File: config.mk
export PLATFORM = sky130hd
export DESIGN_NAME = result_bcd_converter_flat
export DESIGN_NICKNAME = d
export VERILOG_FILES = /design/src/rtl/calc_pkg.sv /design/src/rtl/result_bcd_if.sv /design/src/rtl/bcd_add3.sv /design/src/rtl/result_bcd_converter.sv /design/src/flat_wrapper.sv
export SDC_FILE = /design/constraint.sdc
export NUM_CORES = 1
export LEC_CHECK = 0
export ABC_AREA = 1
export CAP_MARGIN = 20
export CORE_ASPECT_RATIO = 0.5
export CORE_MARGIN = 2
export CORE_UTILIZATION = 25
export CTS_CLUSTER_SIZE = 25
export DETAILED_ROUTE_END_ITERATION = 8
export HOLD_SLACK_MARGIN = 0.08
export MAX_ROUTING_LAYER = met4
export SLEW_MARGIN = 10
export SYNTH_ARGS = -nofsm -noshare
export SYNTH_HDL_FRONTEND = slang
export SYNTH_SLANG_ARGS = --single-unit
export TNS_END_PERCENT = 50
File: constraint.sdc
create_clock -name clk -period 3.8 [get_ports clk]
set_clock_uncertainty 0.15 [all_clocks]
set_input_delay 0.76 -clock clk [delete_from_list [all_inputs] [get_ports clk]]
set_output_delay 0.76 -clock clk [all_outputs]
set_load 0.02 [all_outputs]
File: src/rtl/calc_pkg.sv
// calc_pkg: shared calculator widths and result converter state encoding
package calc_pkg;
  localparam int OPERAND_W  = 8;
  localparam int RESULT_W   = 16;
  localparam int BCD_DIGITS = 5;
  typedef enum logic [1:0] {
    IDLE   = 2'b00,
    SHIFT  = 2'b01,
    FINISH = 2'b10
  } conv_state_t;
endpackage

File: src/rtl/result_bcd_if.sv
// result_bcd_if: ALU result in, BCD display data out, start/busy/done handshake
interface result_bcd_if import calc_pkg::*; #(parameter int WIDTH = RESULT_W, parameter int DIGITS = BCD_DIGITS);
  logic                  start;
  logic [WIDTH-1:0]      RESULT;
  logic                  NEG;
  logic                  busy;
  logic                  done;
  logic [4*DIGITS-1:0]   bcd;
  logic                  sign;
  logic [DIGITS-1:0]     blank;
  modport master (output start, RESULT, NEG, input busy, done, bcd, sign, blank);
  modport slave (input start, RESULT, NEG, output busy, done, bcd, sign, blank);
endinterface

File: src/rtl/bcd_add3.sv
// bcd_add3: double-dabble digit correction, adds 3 to nibbles of 5 or more
module bcd_add3 (
  input  logic [3:0] din,
  output logic [3:0] dout
);
  assign dout = (din >= 4'd5) ? din + 4'd3 : din;
endmodule

File: src/rtl/result_bcd_converter.sv
// result_bcd_converter: iterative double-dabble of signed-magnitude ALU result to display BCD
module result_bcd_converter import calc_pkg::*; #(
  parameter int WIDTH  = RESULT_W,
  parameter int DIGITS = BCD_DIGITS
) (
  input logic         clk,
  input logic         reset,
  result_bcd_if.slave bus
);
  localparam int CW = $clog2(WIDTH);
  conv_state_t         state;
  logic [WIDTH-1:0]    bin;
  logic [4*DIGITS-1:0] scratch;
  logic [4*DIGITS-1:0] adj;
  logic [CW-1:0]       cnt;
  logic                neg_q;
  logic                nz_q;
  logic [DIGITS-1:0]   blank_n;
  for (genvar d = 0; d < DIGITS; d++) begin : g_add3
    bcd_add3 u_add3 (.din(scratch[4*d +: 4]), .dout(adj[4*d +: 4]));
  end
  // a digit blanks only if it and every more significant digit are zero; ones digit always shows
  always_comb begin
    blank_n = '0;
    blank_n[DIGITS-1] = scratch[4*(DIGITS-1) +: 4] == 4'd0;
    for (int i = DIGITS - 2; i >= 1; i--)
      blank_n[i] = blank_n[i+1] && (scratch[4*i +: 4] == 4'd0);
    blank_n[0] = 1'b0;
  end
  always_ff @(posedge clk) begin
    if (reset) begin
      state     <= IDLE;
      bin       <= '0;
      scratch   <= '0;
      cnt       <= '0;
      neg_q     <= 1'b0;
      nz_q      <= 1'b0;
      bus.busy  <= 1'b0;
      bus.done  <= 1'b0;
      bus.bcd   <= '0;
      bus.sign  <= 1'b0;
      bus.blank <= '0;
    end else begin
      bus.done <= 1'b0;
      case (state)
        IDLE: if (bus.start) begin
          bin      <= bus.RESULT;
          neg_q    <= bus.NEG;
          nz_q     <= bus.RESULT != '0;
          scratch  <= '0;
          cnt      <= '0;
          bus.busy <= 1'b1;
          state    <= SHIFT;
        end
        SHIFT: begin
          {scratch, bin} <= {adj, bin} << 1;
          cnt            <= cnt + CW'(1);
          if (cnt == CW'(WIDTH - 1)) state <= FINISH;
        end
        FINISH: begin
          bus.bcd   <= scratch;
          bus.sign  <= neg_q && nz_q;
          bus.blank <= blank_n;
          bus.done  <= 1'b1;
          bus.busy  <= 1'b0;
          state     <= IDLE;
        end
        default: state <= IDLE;
      endcase
    end
  end
endmodule

File: src/flat_wrapper.sv
// flat-port wrapper written by rule: the top's interface ports become plain ports
module result_bcd_converter_flat import calc_pkg::*;
#(
  parameter int WIDTH  = RESULT_W,
  parameter int DIGITS = BCD_DIGITS
)
  (clk, reset, bus_start, bus_RESULT, bus_NEG, bus_busy, bus_done, bus_bcd, bus_sign, bus_blank);
  result_bcd_if #(.WIDTH(WIDTH), .DIGITS(DIGITS)) bus_i ();
  input logic clk;
  input logic reset;
  input wire logic [$bits(bus_i.start)-1:0] bus_start;
  input wire logic [$bits(bus_i.RESULT)-1:0] bus_RESULT;
  input wire logic [$bits(bus_i.NEG)-1:0] bus_NEG;
  output wire logic [$bits(bus_i.busy)-1:0] bus_busy;
  output wire logic [$bits(bus_i.done)-1:0] bus_done;
  output wire logic [$bits(bus_i.bcd)-1:0] bus_bcd;
  output wire logic [$bits(bus_i.sign)-1:0] bus_sign;
  output wire logic [$bits(bus_i.blank)-1:0] bus_blank;
  assign bus_i.start = bus_start;
  assign bus_i.RESULT = bus_RESULT;
  assign bus_i.NEG = bus_NEG;
  assign bus_busy = bus_i.busy;
  assign bus_done = bus_i.done;
  assign bus_bcd = bus_i.bcd;
  assign bus_sign = bus_i.sign;
  assign bus_blank = bus_i.blank;
  result_bcd_converter #(.WIDTH(WIDTH), .DIGITS(DIGITS)) u_core (.clk(clk), .reset(reset), .bus(bus_i));
endmodule
==> reports/metrics.cfg, run 1 <==
[synthesis]
synth_flop_cell = dfxtp_1
syn_nets = 480
ys_seq_area_frac = 0.4293
yosysTopAreaCell = dfxtp_1
syn_avg_cell_area_sq_um = 7.423
syn_area_sq_um = 3311
synth_edf_count = 0
synth_area_leaders = dfxtp_1 (43%), nand2_1 (11%), a21oi_1 (7.0%)
ys_async_sr_fraction = 0
synth_cell_type_count = 31
synth_top_area_frac = 0.4293
syn_inst = 446
ys_ff_latch = 71
yosysWarnings = 0

[worst_setup_path]
cp.buffers_inverters = 1
max_stage_delay_ns = 0.63
crit_chain = clkdlybuf4s50_1
critPathMaxFanout = 2
path_class = reg2out
cp-end-kind = output port
slowest_stage = clkdlybuf4s50_1
cp_top_family = buffers and inverters
worst_ep_arrival_time_ns = 1.33
critPathLaunchType = flop
required_ns = 2.89

[die]
start_util = 0.2585
die-area_sq_um = 14240
rows = 29
die-width_um = 166.7
io_pins = 48
die_y_um = 85.37
fp.coreArea_sq_um = 12810

[power_and_ir_drop]
leakagePower_nw = 1.707
p_per_area_nw_per_um2 = 434.6
peakVddDrop_mv = 0.1982

[worst_hold_path]
hp-class = reg2reg

[sta]
final_hold_viol_count = 0
relSlewSlack = 0.5938
fin_crit_sh = 0.5897
fin_setup_tns_ns = 0
max_freq_mhz = 446.2
fin_crit_ns = 2.241
maxSlewViolCount = 0
rsz0062_at_grt = no
setup_viol = 0
max_slew.worst_pin.slew_ns = 0.6086

[route]
ant_nets = 0
routed_wl_um = 7970
wl_per_cell_um = 12.11
drc = 0
drt_iter0_drc = 115
first_pass_iters = 4
via_per_inst = 4.462
vias = 2936

[clock_network]
post_cts_buffers = 0
cts-resized-gates = 0
clk_latency_ns = 0.33
cts-buffers-inserted = 9
tritoncts = built
clock-sinks = 71
root_buffer = clkbuf_16
htreeDepth = 3
clk_pin_slew_ns = 0.06
holdBufCountCts = 0
clockBufferDepth = 2

[global_route]
grt_max_degree = 40
antenna_found_initial = 0
grt.total_usage = 0.1190
grt_pass1_vias = 2736
grt_overflow_total = 0
grt_pass1_wl_um = 13130

[layout]
antenna_cells = 0
finalNetCount = 517
area_growth_pct = 26.57
drive_above_1_share = 0.06148
nFillCells = 1388
post-route-util = 0.3271
mostFrequentLayoutCells = nand2_1 (94), dfxtp_1 (71), a21oi_1 (46), clkdlybuf4s50_1 (46), inv_1 (45)
design_area_sq_um = 4190
mostFrequentLayoutCell = nand2_1

[place]
dp_hpwl_um = 5289
place.gp.congestion = 0.8381
dpl_cell_area_sq_um = 3865
port_buffers = 46

[job]
maxCapViolations = 0

[outcome]
outcome = finished, final reports clean

## layout make-up
cell class              instances  area (sq um)  share of cell area
well taps                     170         212.7             0.05076
inverters                      50         190.2             0.04539
multi-input cells             303          1545              0.3688
clock inverters                 3         65.06             0.01553
clock buffers                  13         260.3             0.06211
flip-flops and latches         71          1421              0.3392
repair buffers                 48         495.5              0.1182
## flip-flops by register name, summed over array words and instances (netlist names)
signal / cells
u_core.bin: 16
u_core.bus.bcd: 20
u_core.bus.blank: 4
u_core.bus.busy: 1
u_core.bus.done: 1
u_core.bus.sign: 1
u_core.cnt: 4
u_core.neg_q: 1
u_core.nz_q: 1
u_core.scratch: 20
u_core.state: 2
## final timing paths
| check | start | to | slack (ns) | depth (start not counted) |
|---|---|---|---|---|
| max | u_core.bus.busy$_SDFFE_PP0P_ | bus_busy | 1.56 | 1 |
| min | u_core.scratch[1]$_SDFFE_PP0P_ | u_core.scratch[1]$_SDFFE_PP0P_ | 0.31 | 2 |
| min reg2reg | u_core.scratch[1]$_SDFFE_PP0P_ | u_core.scratch[1]$_SDFFE_PP0P_ | 0.31 | 2 |
| max reg2reg | u_core.state[0]$_SDFFE_PP0P_ | u_core.bus.blank[2]$_SDFFE_PP0P_ | 1.76 | 7 |
## synth_stat cells, drive strengths merged (4+ instances only)
master  instances
nor2           42
o211ai          4
ha             14
nand3          36
clkbuf          7
nand2          98
o21ai          33
a211oi          5
a21oi          47
inv            50
buf            15
nand4          12
dfxtp          71
a22oi           5
## routing by layer
| metal | vias up | part of all wire | GRT usage | routed length, um |
|---|---|---|---|---|
| li1 | 1538 | - | - | - |
| met1 | 1335 | 0.50 | 0.1509 | 3991 |
| met2 | 57 | 0.45 | 0.1844 | 3568 |
| met3 | 6 | 0.040 | 0.02799 | 320 |
| met4 | 0 | 0.011 | 0.04702 | 89 |
| met5 | - | 0 | - | 0 |
## through the flow
| step | total power [mW] | hold WS [ns] | setup slack, ns | instances |
|---|---|---|---|---|
| 2_1_floorplan | 0.8861 | 0.2930 | 2.181 | 446 |
| 3_3_place_gp | 0.9241 | 0.3023 | 1.027 | 641 |
| 3_5_place_dp | 0.9293 | 0.3055 | 1.364 | 642 |
| 4_1_cts | 1.849 | 0.3137 | 1.547 | 658 |
| 5_1_grt | 1.894 | 0.3319 | 1.535 | 658 |
| 6_report | 1.821 | 0.3140 | 1.559 | 658 |
## cell families after synthesis
kind of cell / Yosys count / synth area share
AO/OA/AOI/OAI: 96 / 0.1614
other: 1 / 0.001133
adder cells (fa/ha/maj): 14 / 0.05291
buffers and inverters: 72 / 0.1039
AND/OR/NAND/NOR: 192 / 0.2513
flip-flops: 71 / 0.4293
## report_power, final
group / leakage (nW) / internal (mW) / total (mW) / switching, mW
registers: 0.576 / 0.767 / 0.780 / 0.0134
logic: 0.971 / 0.0491 / 0.132 / 0.0829
clock network: 0.160 / 0.610 / 0.909 / 0.299
No activity file was read; power rests on OpenSTA's default activity.
==> run 2, diff against run 1 <==
==> constraint.sdc (replaced) <==
create_clock -name clk -period 2.3 [get_ports clk]
set_clock_uncertainty 0.15 [all_clocks]
set_input_delay 0.46 -clock clk [delete_from_list [all_inputs] [get_ports clk]]
set_output_delay 0.46 -clock clk [all_outputs]
set_load 0.02 [all_outputs]
==> reports/metrics.cfg, run 2 (synthesis results as in run 1) <==
[sta]
final_hold_viol_count = 0
fin_crit_sh = 0.8458
max_freq_mhz = 514.0
fin_crit_ns = 1.945
max_slew.worst_pin.slew_ns = 0.5578
relSlewSlack = 0.6276
rsz0062_at_grt = no
setup_viol = 0
maxSlewViolCount = 0
fin_setup_tns_ns = 0

[worst_setup_path]
max_stage_delay_ns = 0.63
slowest_stage = clkdlybuf4s50_1
crit_chain = clkdlybuf4s50_1
path_class = reg2out
critPathLaunchType = flop
worst_ep_arrival_time_ns = 1.34
required_ns = 1.69
cp-end-kind = output port
critPathMaxFanout = 2
cp.buffers_inverters = 1
cp_top_family = buffers and inverters

[global_route]
antenna_found_initial = 0
grt.total_usage = 0.1161
grt_max_degree = 32
grt_pass1_wl_um = 12830
grt_overflow_total = 0
grt_pass1_vias = 2772

[clock_network]
htreeDepth = 3
post_cts_buffers = 0
cts-buffers-inserted = 9
tritoncts = built
clk_latency_ns = 0.34
clock-sinks = 71
root_buffer = clkbuf_16
cts-resized-gates = 0
holdBufCountCts = 0
clk_pin_slew_ns = 0.06
clockBufferDepth = 2

[place]
place.gp.congestion = 0.8114
dp_hpwl_um = 5445
port_buffers = 46

[die]
die_y_um = 85.37
rows = 29
io_pins = 48
die-width_um = 166.7
die-area_sq_um = 14240
start_util = 0.2585
fp.coreArea_sq_um = 12810

[layout]
area_growth_pct = 26.42
mostFrequentLayoutCells = nand2_1 (94), dfxtp_1 (71), a21oi_1 (46), clkdlybuf4s50_1 (46), inv_1 (45)
drive_above_1_share = 0.07114
reg_top3 = u_core.bus.bcd: 20 flops, u_core.scratch: 20 flops, u_core.bin: 16 flops
finalNetCount = 521
mostFrequentLayoutCell = nand2_1
post-route-util = 0.3268
antenna_cells = 0

[route]
drt_iter0_drc = 135
drc = 0
drt-met1-wl_um = 4024
wl_per_cell_um = 11.87
dr.max_layer_used = met4
ant_nets = 0
routed_wl_um = 7859
via_per_inst = 4.452
routed-wl-met2_um = 3463
first_pass_iters = 4
vias = 2947
met3WireLength_um = 267

[power_and_ir_drop]
p_clk_frac = 0.488
swShare = 0.2260
switching_power_mw = 0.6637
peakVddDrop_mv = 0.3244
leakagePower_nw = 1.715
combinationalPowerShare = 0.073
seqPwrFrac = 0.439
p_per_area_nw_per_um2 = 701.6
p_int_mw = 2.273

[outcome]
outcome = finished, final reports clean

[job]
maxCapViolations = 0

[worst_hold_path]
hp-class = reg2reg

==> run 2: changes by cell type in the layout (fill, tap and decap cells not counted) <==
cell,change
buf_16,-1
buf_4,+5
bufinv_16,-1
clkbuf_1,-1
clkbuf_8,+1
clkinv_2,+1
==> run 2: power groups by stage <==
stage                     Clock, mW  Sequential (mW)  Combinational, mW
after floorplan                   0             1.31              0.152
after CTS                      1.47             1.29              0.219
after global placement            0             1.31              0.217
final                          1.43             1.29              0.216
after global routing           1.52             1.29              0.243
after detailed placement          0             1.31              0.218
==> run 2: per-layer routing <==
| layer | track usage | vias up |
|---|---|---|
| met5 | - | - |
| met4 | 0.04937 | 0 |
| met3 | 0.03358 | 6 |
| met2 | 0.1784 | 48 |
| met1 | 0.1434 | 1346 |
| li1 | - | 1547 |
==> run 2: area by class of cell <==
cell class / instances / area, sq um
repair buffers: 52 / 505.5
inverters: 50 / 190.2
fillers: 1369 / 8623
clock buffers: 13 / 270.3
well taps: 170 / 212.7
flip-flops and latches: 71 / 1421
multi-input cells: 303 / 1545
clock inverters: 3 / 40.04
==> run 2: metrics by stage <==
stage	area [sq um]	worst slack (ns)	std cells	hold slack [ns]	power (mW)
floorplan	3311	0.9676	446	0.2930	1.464
global placement	3875	0.3038	646	0.3034	1.531
detailed placement	3875	0.3330	646	0.3040	1.532
CTS	4185	0.3456	662	0.3139	2.976
global route	4185	0.3332	662	0.3279	3.052
finish	4185	0.3546	662	0.3140	2.936
==> run 2: final timing paths <==
kind                                                   start                               end  slack, ns  depth (start not counted)
worst max-delay path            u_core.bus.busy$_SDFFE_PP0P_                          bus_busy       0.35                          1
worst min-delay path             u_core.bin[15]$_SDFFE_PP0P_    u_core.scratch[0]$_SDFFE_PP0P_       0.31                          2
worst max register to register  u_core.state[0]$_SDFFE_PP0P_  u_core.bus.blank[2]$_SDFFE_PP0P_       0.60                          7
worst min register to register   u_core.bin[15]$_SDFFE_PP0P_    u_core.scratch[0]$_SDFFE_PP0P_       0.31                          2
